<file path="src/rtl/alu_pkg.sv">
// Shared definitions for the ALU issue stage: ALU opcodes and the issue FSM state encoding.
package alu_pkg;

    localparam logic [3:0] ALU_ADD = 4'b0000;
    localparam logic [3:0] ALU_SUB = 4'b0001;
    localparam logic [3:0] ALU_AND = 4'b0010;
    localparam logic [3:0] ALU_OR  = 4'b0011;
    localparam logic [3:0] ALU_XOR = 4'b0100;

    typedef logic [1:0] state_t;

    localparam state_t ST_IDLE = 2'd0;
    localparam state_t ST_EXEC = 2'd1;
    localparam state_t ST_RESP = 2'd2;

endpackage

</file>
<file path="src/rtl/alu_regfile.sv">
// Small operand register file: two asynchronous read ports, one synchronous write port.
module alu_regfile
    import alu_pkg::*;
#(
    parameter int DATA_W = 8,
    parameter int NREGS  = 4,
    localparam int RA_W  = $clog2(NREGS)
) (
    input  logic              clk,
    input  logic              reset,
    input  logic              we,
    input  logic [RA_W-1:0]   waddr,
    input  logic [DATA_W-1:0] wdata,
    input  logic [RA_W-1:0]   raddr_a,
    input  logic [RA_W-1:0]   raddr_b,
    output logic [DATA_W-1:0] rdata_a,
    output logic [DATA_W-1:0] rdata_b
);

    logic [DATA_W-1:0] rf_q [NREGS];
    logic [DATA_W-1:0] rf_d [NREGS];

    always_comb begin
        rf_d = rf_q;
        if (we) begin
            rf_d[waddr] = wdata;
        end
    end

    always_ff @(posedge clk) begin
        if (reset) begin
            rf_q <= '{default: '0};
        end else begin
            rf_q <= rf_d;
        end
    end

    assign rdata_a = rf_q[raddr_a];
    assign rdata_b = rf_q[raddr_b];

endmodule

</file>
<file path="src/rtl/alu_issue_ctrl.sv">
// Issue stage for the external ALU: one command in flight, operands from the local register file,
// result written back and returned on a valid/ready response port.
module alu_issue_ctrl
    import alu_pkg::*;
#(
    parameter int DATA_W  = 8,
    parameter int OP_W    = 4,
    parameter int NREGS   = 4,
    parameter int ALU_LAT = 1,
    localparam int RA_W   = $clog2(NREGS)
) (
    input  logic              clk,
    input  logic              reset,
    input  logic              cmd_valid,
    output logic              cmd_ready,
    input  logic [OP_W-1:0]   cmd_op,
    input  logic [RA_W-1:0]   cmd_rd,
    input  logic [RA_W-1:0]   cmd_ra,
    input  logic [RA_W-1:0]   cmd_rb,
    input  logic              cmd_imm_en,
    input  logic [DATA_W-1:0] cmd_imm,
    input  logic              wr_en,
    input  logic [RA_W-1:0]   wr_addr,
    input  logic [DATA_W-1:0] wr_data,
    output logic [DATA_W-1:0] alu_a,
    output logic [DATA_W-1:0] alu_b,
    output logic [OP_W-1:0]   alu_s,
    input  logic [DATA_W-1:0] alu_result,
    output logic              rsp_valid,
    input  logic              rsp_ready,
    output logic [DATA_W-1:0] rsp_data,
    output logic [RA_W-1:0]   rsp_rd,
    output logic              busy
);

    localparam int CNT_W = (ALU_LAT < 1) ? 1 : $clog2(ALU_LAT + 1);

    state_t            state_q,    state_d;
    logic [CNT_W-1:0]  lat_cnt_q,  lat_cnt_d;
    logic [DATA_W-1:0] a_q,        a_d;
    logic [DATA_W-1:0] b_q,        b_d;
    logic [OP_W-1:0]   op_q,       op_d;
    logic [RA_W-1:0]   rd_q,       rd_d;
    logic [DATA_W-1:0] rsp_data_q, rsp_data_d;
    logic [RA_W-1:0]   rsp_rd_q,   rsp_rd_d;

    logic              accept;
    logic              capture;
    logic              rf_we;
    logic [RA_W-1:0]   rf_waddr;
    logic [DATA_W-1:0] rf_wdata;
    logic [DATA_W-1:0] rf_rdata_a;
    logic [DATA_W-1:0] rf_rdata_b;

    // Host preload owns the IDLE cycle it appears in, so commands stall behind it.
    assign cmd_ready = ~reset & (state_q == ST_IDLE) & ~wr_en;
    assign accept    = cmd_valid & cmd_ready;

    always_comb begin
        state_d    = state_q;
        lat_cnt_d  = lat_cnt_q;
        a_d        = a_q;
        b_d        = b_q;
        op_d       = op_q;
        rd_d       = rd_q;
        rsp_data_d = rsp_data_q;
        rsp_rd_d   = rsp_rd_q;
        capture    = 1'b0;
        case (state_q)
            ST_IDLE: begin
                if (accept) begin
                    a_d       = rf_rdata_a;
                    b_d       = cmd_imm_en ? cmd_imm : rf_rdata_b;
                    op_d      = cmd_op;
                    rd_d      = cmd_rd;
                    lat_cnt_d = CNT_W'(ALU_LAT);
                    state_d   = ST_EXEC;
                end
            end
            ST_EXEC: begin
                if (lat_cnt_q == '0) begin
                    capture    = 1'b1;
                    rsp_data_d = alu_result;
                    rsp_rd_d   = rd_q;
                    state_d    = ST_RESP;
                end else begin
                    lat_cnt_d = lat_cnt_q - 1'b1;
                end
            end
            ST_RESP: begin
                if (rsp_ready) begin
                    state_d = ST_IDLE;
                end
            end
            default: state_d = ST_IDLE;
        endcase
    end

    always_ff @(posedge clk) begin
        if (reset) begin
            state_q    <= ST_IDLE;
            lat_cnt_q  <= '0;
            a_q        <= '0;
            b_q        <= '0;
            op_q       <= '0;
            rd_q       <= '0;
            rsp_data_q <= '0;
            rsp_rd_q   <= '0;
        end else begin
            state_q    <= state_d;
            lat_cnt_q  <= lat_cnt_d;
            a_q        <= a_d;
            b_q        <= b_d;
            op_q       <= op_d;
            rd_q       <= rd_d;
            rsp_data_q <= rsp_data_d;
            rsp_rd_q   <= rsp_rd_d;
        end
    end

    // Writeback and host preload never coincide: preload is IDLE-only, capture is EXEC-only.
    assign rf_we    = capture | ((state_q == ST_IDLE) & wr_en);
    assign rf_waddr = capture ? rd_q : wr_addr;
    assign rf_wdata = capture ? alu_result : wr_data;

    alu_regfile #(
        .DATA_W (DATA_W),
        .NREGS  (NREGS)
    ) u_regfile (
        .clk     (clk),
        .reset   (reset),
        .we      (rf_we),
        .waddr   (rf_waddr),
        .wdata   (rf_wdata),
        .raddr_a (cmd_ra),
        .raddr_b (cmd_rb),
        .rdata_a (rf_rdata_a),
        .rdata_b (rf_rdata_b)
    );

    assign alu_a     = a_q;
    assign alu_b     = b_q;
    assign alu_s     = op_q;
    assign rsp_valid = (state_q == ST_RESP);
    assign rsp_data  = rsp_data_q;
    assign rsp_rd    = rsp_rd_q;
    assign busy      = (state_q != ST_IDLE);

endmodule

</file>
<file path="config.mk">
export PLATFORM = sky130hd
export DESIGN_NAME = alu_issue_ctrl
export DESIGN_NICKNAME = d
export VERILOG_FILES = /design/src/rtl/alu_pkg.sv /design/src/rtl/alu_regfile.sv /design/src/rtl/alu_issue_ctrl.sv
export SDC_FILE = /design/constraint.sdc
export NUM_CORES = 1
export LEC_CHECK = 0
export BUFFER_PORTS_ARGS = -buffer_cell sky130_fd_sc_hd__buf_2
export CAP_MARGIN = 20
export CORE_ASPECT_RATIO = 0.7
export CORE_MARGIN = 2
export CORE_UTILIZATION = 30
export DETAILED_ROUTE_END_ITERATION = 12
export PLACE_DENSITY = 0.5
export SETUP_SLACK_MARGIN = 0.2
export SLEW_MARGIN = 30
export SYNTH_ARGS = -nofsm -noshare
export SYNTH_HDL_FRONTEND = slang
export SYNTH_HIERARCHICAL = 1
export SYNTH_SLANG_ARGS = --single-unit
</file>
<file path="constraint.sdc">
create_clock -name clk -period 2.7 [get_ports clk]
set_input_delay 0.27 -clock clk [delete_from_list [all_inputs] [get_ports clk]]
set_output_delay 0.27 -clock clk [all_outputs]
set_load 0.01 [all_outputs]
</file>
==> metrics.txt, run 1 <==
logic gate share of total power=0.104; clock share of power=0.484; largest net degree at the start of global routing=76; Slew Limit Fails=0; Synthesis Warnings=6; sw frac=0.234; clock sink count=67; Antenna Cells=0; fillcell total=1038; Critical Path AT=2.29 ns; end of the critical path=u_regfile/rf_q[24]; post-synthesis cell area=about 3300 sq um; IO Pins=75; Int Pwr=1.95 mW; drt initial violations=125; remaining antenna violation count=0; max-cap violations=0; initial antenna violation count=0; Reg power frac=0.412; Placeable Area=10400 sq um; hpwl dp=5.66 mm; Syn Inst Count=301; VDD IR max=295 uV; Routed WL=8.19 mm; FF-to-FF End=u_regfile/rf_q[24]; Peak Freq=478 MHz; Multi-input gate area=1740 sq um; clock skew=0.00445 ns; Power Total=between 2 and 3 mW; final setup violating endpoints=0; setup TNS=0 ns; CTS Hold Buffers Added=0; DRC Markers=0; CTS clock-pin slew for the worst setup and hold paths=0.06 ns; Die Span X=128 um; GP Congestion=0.749; Clock Latency Late Sink=0.33 ns; delay of the slowest critical-path stage=0.60 ns; drt via density=4.84; chip height=91.1 um; CTS-repair resized insts=0; First-pass DRT Iterations=4; global-route wire length before repair=between 10 and 15 mm; Rows=31; Clock Root Buffer=clkbuf_16; leakage power=1.71 nW; actual slew at the worst max-slew pin=0.700 ns; outcome=complete, no violations; share of post-route cells with drive strength above 1=0.351; CTS tree=built; Clock Tree Buf Depth=2; port bufs=74; worst hold path type=input port to flop; htree depth=3; grt total ovfl=0; wire per inst=16.4 um; Max FO, Critical Path=20; number of buffers created by CTS=9; via count=2414; Syn Nets=~340; setup bufs post-CTS=0; Synth Register Bits=67; Synth cell types=32; sw power=0.597 mW; Critical-path top delay cell=or3b_1; share of the synthesized area in the top cell type=0.412; area of the die=11700 sq um; Min Clock Period, post-route=2.09 ns; main area contributors after synthesis=dfxtp_1 41%, mux2i_1 15%, mux4_2 11%, nand2b_1 7.7%, mux2_2 3.5%; RSZ-0062 raised after global routing=no; final hold vios=0; Final Cycle Share=0.775; Cell Chain, Critical Path=nor3b_4, buf_4, a21o_1, or3b_1, mux2i_1; Seq/Total Area, Yosys=0.412; FF+latch area=1340 sq um; R2R cell count=5; Starting Density=0.312; Crit Path Class=flop to flop; number of global-route vias before repair=2368; Hold Path Origin=alu_result[6]; Max transition margin=0.533; Pwr Density=641 nW/um^2; Crit. End Element=flop; Tot GR Track Use=0.145; Critical Path RT=2.90 ns; Worst R2R Setup Slack=0.61 ns; launching point of the worst reg2reg path=state_q[0]; Final #Nets=404; CP Launch Point=state_q[0]; Mean Syn Cell Area=10.8 sq um; Layout area overhead=22.1%; post-synth top area cell=dfxtp_1; Critical Path Start Type=flop
==> layout make-up <==
cell class                 count  share of cell area
multi-input combinational    203               0.439
sequential                    67               0.338
timing repair buffer          77              0.0989
clock buffer                  10              0.0576
tap                          132              0.0416
clock inverter                 6              0.0202
inverter                       4             0.00504
==> Yosys cell counts (all sizes together) <==
library cell and instances:
clkbuf 13, buf 14, a22oi 1, mux2i 50
inv 3, or3b 1, nor2 14, and3b 2
o21ai 14, or4 1, a21o 1, a211oi 8
nand3 15, a21oi 24, dfxtp 67, clkinv 1
nor2b 2, mux2 10, nand2b 40, nor3 1
nand3b 2, mux4 16, nor3b 1
==> sequential cells by signal, summed over array words and instances (netlist names) <==
signal / cells
u_regfile/rf_q: 32
alu_b: 8
lat_cnt_q: 1
alu_s: 4
rsp_rd: 2
rd_q: 2
state_q: 2
rsp_data: 8
alu_a: 8
==> how the worst min path moves through the flow <==
| stage | end | slack, ns | cells past startpoint |
|---|---|---|---|
| 2_1_floorplan | rsp_data[0] | 0.42 | 2 |
| 3_3_place_gp | alu_s[1] | 0.46 | 2 |
| 3_5_place_dp | alu_s[0] | 0.47 | 2 |
| 4_1_cts | rsp_data[4] | 0.18 | 3 |
| 5_1_grt | rsp_data[4] | 0.19 | 3 |
| 6_report | rsp_data[6] | 0.19 | 3 |
==> placed cells by master (no fill, tap or decap) <==
master     netlist  final
a21o_1           1      1
a22oi_1          1      1
dfxtp_1         67     67
nor2_1          13     13
mux2i_1         50     50
clkinv_4         1      1
mux2_2          10     10
nor2_4           1      1
a21oi_1         21     21
clkbuf_1        12      1
a21oi_2          3      3
buf_2            8     74
a211oi_1         5      5
buf_4            1      3
nor3b_4          0      1
bufinv_16        0      2
o21ai_0          4      4
nor3_2           1      1
or4_4            1      1
and3b_1          2      2
inv_1            3      3
nor2b_1          2      2
or3b_1           1      1
nand3b_1         2      2
mux4_2          16     16
nand2b_1        40     40
nand3_1         15     15
a211oi_2         3      3
clkinv_2         0      4
clkbuf_16        0      9
o21ai_1         10     10
==> critical path, delay by kind of cell (launching register included) <==
family / cells / cell delay [ns]
buffers and inverters: 1 / 0.32
AOI/OAI and AO/OA: 1 / 0.20
muxes: 1 / 0.19
and+or+nand+nor: 2 / 0.85
DFF: 1 / 0.39
==> logic make-up after synthesis <==
family / synth area share
flops: 0.412
simple gates: 0.145
buf+inv: 0.0538
mux: 0.299
compound gates: 0.0896
==> routing by layer <==
layer  GRT usage  part of all wire
met2       0.203              0.41
met3      0.0454             0.055
met5           0                 0
met4      0.0440            0.0094
met1       0.213              0.53
==> through the flow <==
step	area [sq um]	hold WS (ns)	util	worst slack (ns)	std cells
2_1_floorplan	3250	0.417	-	0.703	301
3_3_place_gp	3660	0.462	0.351	0.671	483
3_5_place_dp	3660	0.469	0.351	0.620	483
4_1_cts	3970	0.181	0.381	0.603	499
5_1_grt	3970	0.193	0.381	0.467	499
6_report	3970	0.185	0.381	0.608	499
==> power groups by stage <==
stage          logic, mW  registers [mW]  clock network, mW
4_1_cts            0.268            1.05               1.26
3_5_place_dp       0.267            1.07                  0
3_3_place_gp       0.266            1.07                  0
5_1_grt            0.290            1.05               1.30
6_report           0.266            1.05               1.23
2_1_floorplan      0.187            1.07                  0
Note: power is estimated with default switching activity, not from simulation.
==> run 2: changes to the inputs <==
- clock period: 2.7 -> 2 ns (I/O delays scaled with it)
==> metrics.txt, run 2 (synthesis gave the netlist of run 1 again) <==
Max FO, Critical Path=8 (-60%); chip height=91.1 um (unchanged); Top Family by Delay on Critical Path=simple AND/OR/NAND/NOR gates; share of post-route cells with drive strength above 1=0.369 (+0.0178); clock share of power=0.444 (-0.040); clock skew=0.00405 ns (-0.000401 ns); remaining antenna violation count=0 (unchanged); CTS Hold Buffers Added=0 (unchanged); Int Pwr=2.44 mW (+25%); FF-to-FF End=u_regfile/rf_q[29]; Cell Chain, Critical Path=nor3b_4, mux2_4, or3b_1, buf_6, mux2i_1; via count=2457 (+1.8%); wire per inst=16.7 um (+1.9%); VDD IR max=460 uV (+56%); Tot GR Track Use=0.151 (+0.00541); initial antenna violation count=0 (unchanged); Critical-path top delay cell=or3b_1; sw power=0.778 mW (+30%); CP Launch Point=state_q[0]; CP bufs+invs=1 (unchanged); Final #Nets=410 (+1.5%); largest net degree at the start of global routing=76 (unchanged); port bufs=74 (unchanged); Clock Root Buffer=clkbuf_16; delay of the slowest critical-path stage=0.40 ns (-0.20 ns); global-route wire length before repair=13.2 mm (+2.1%); clock sink count=67 (unchanged); actual slew at the worst max-slew pin=0.708 ns (+0.00733 ns); CTS clock-pin slew for the worst setup and hold paths=0.05 ns (about the same); Rows=31 (unchanged); RSZ-0062 raised after global routing=yes; Min Clock Period, post-route=1.79 ns (-0.302 ns); Die Span X=128 um (unchanged); drt via density=4.88 (+0.97%); Starting Density=0.312 (unchanged); Pwr Density=806 nW/um^2 (+26%); Clock Latency Late Sink=0.33 ns (about the same); outcome=complete, no violations; Antenna Cells=0 (unchanged); Reg power frac=0.440 (+0.028); end of the critical path=u_regfile/rf_q[29]; final hold vios=0 (unchanged); Max transition margin=0.528 (-0.00489); Cell Count, Final, Fillers Out=503 (+0.80%); CTS tree=built; Critical Path AT=2.00 ns (-0.29 ns); worst hold path type=input port to flop; DRC Markers=0 (unchanged); max-cap violations=0 (unchanged); setup TNS=0 ns (unchanged); Placeable Area=10400 sq um (unchanged); GP Congestion=0.765 (+2.1%); Critical Path RT=2.21 ns (-0.69 ns); logic gate share of total power=0.116 (+0.012); First-pass DRT Iterations=4 (unchanged); Slew Limit Fails=0 (unchanged); most common cell after layout, fill and taps aside=buf_2; max reg flops=32 (unchanged); IO Pins=75 (unchanged); Final Cycle Share=0.895 (+0.120); Routed WL=8.41 mm (+2.7%); hpwl dp=5.94 mm (+4.9%); sw frac=0.241 (+0.00692); Layout area overhead=22.9%; leakage power=1.73 nW (+1.3%); critical path depth=5 (unchanged); htree depth=3 (unchanged); Crit Path Class=flop to flop; R2R cell count=5 (unchanged); area of the die=11700 sq um (unchanged); Worst R2R Setup Slack=0.21 ns (-0.40 ns); drt initial violations=110 (-12%); Clock Tree Buf Depth=2 (unchanged); grt total ovfl=0 (unchanged); final setup violating endpoints=0 (unchanged); number of global-route vias before repair=2457 (+3.8%); Most flops, register=u_regfile/rf_q; launching point of the worst reg2reg path=state_q[0]; DP Cell Count=486 (+0.62%); Crit. End Element=flop; most frequent cells in the layout=74 x buf_2, 64 x dfxtp_1, 50 x mux2i_1, 40 x nand2b_1, 21 x a21oi_1; number of buffers created by CTS=9 (unchanged); Critical Path Start Type=flop; Peak Freq=559 MHz (+17%)
==> run 2: timing repair <==
action | CTS | global route
pin swaps | 1 | 0
setup endpoints to repair | 9 | 26
setup buffers | 2 | 1
gates resized for setup | 2 | 0
==> run 2: power by group through the flow <==
stage / registers, mW / logic [mW] / clock network, mW
after floorplan: 1.44 / 0.256 / 0
after global placement: 1.44 / 0.365 / 0
after detailed placement: 1.44 / 0.368 / 0
after CTS: 1.42 / 0.376 / 1.47
after global routing: 1.42 / 0.407 / 1.55
final: 1.42 / 0.374 / 1.43
==> run 2: cell type report <==
type | instances | area, sq um
Fill cell | 1068 | 6430
Multi-Input combinational cell | 203 | 1750
Sequential cell | 67 | 1350
Timing Repair Buffer | 83 | 442
Clock buffer | 11 | 253
Tap cell | 132 | 165
Inverter | 4 | 27.5
Clock inverter | 3 | 15.0
==> run 2: stage by stage <==
stage                     total power [mW]   util  worst slack [ns]  area (sq um)  hold WS [ns]
final                                 3.22  0.383             0.210          4000         0.115
after global routing                  3.38  0.383             0.149          4000         0.128
after CTS                             3.26  0.383             0.204          3990         0.116
after detailed placement              1.81  0.354             0.194          3700         0.456
after global placement                1.81  0.354             0.219          3700         0.447
after floorplan                       1.70      -             0.175          3280         0.347
==> run 2: worst min path at each step <==
stage / endpoint / slack (ns) / startpoint / depth (start not counted)
3_5_place_dp: rsp_data[6] / 0.46 / alu_result[6] / 3
6_report: rsp_data[2] / 0.12 / alu_result[2] / 3
4_1_cts: rsp_data[2] / 0.12 / alu_result[2] / 3
5_1_grt: rsp_data[2] / 0.13 / alu_result[2] / 3
3_3_place_gp: rsp_data[6] / 0.45 / alu_result[6] / 3
2_1_floorplan: rsp_data[0] / 0.35 / alu_result[0] / 2
==> run 2: metal layers <==
metal,global-route usage,vias up,wire [um]
met5,0,-,0
met4,0.0412,0,80
met3,0.0519,10,459
met2,0.215,60,3500
met1,0.216,1175,4370
li1,-,1212,-
==> run 2: tightest hold or removal path: cells and delay by family <==
kind	cells	cell delay, ns
buffers and inverters	1	0.08
AND/OR/NAND/NOR	1	0.07
multiplexers	1	0.06
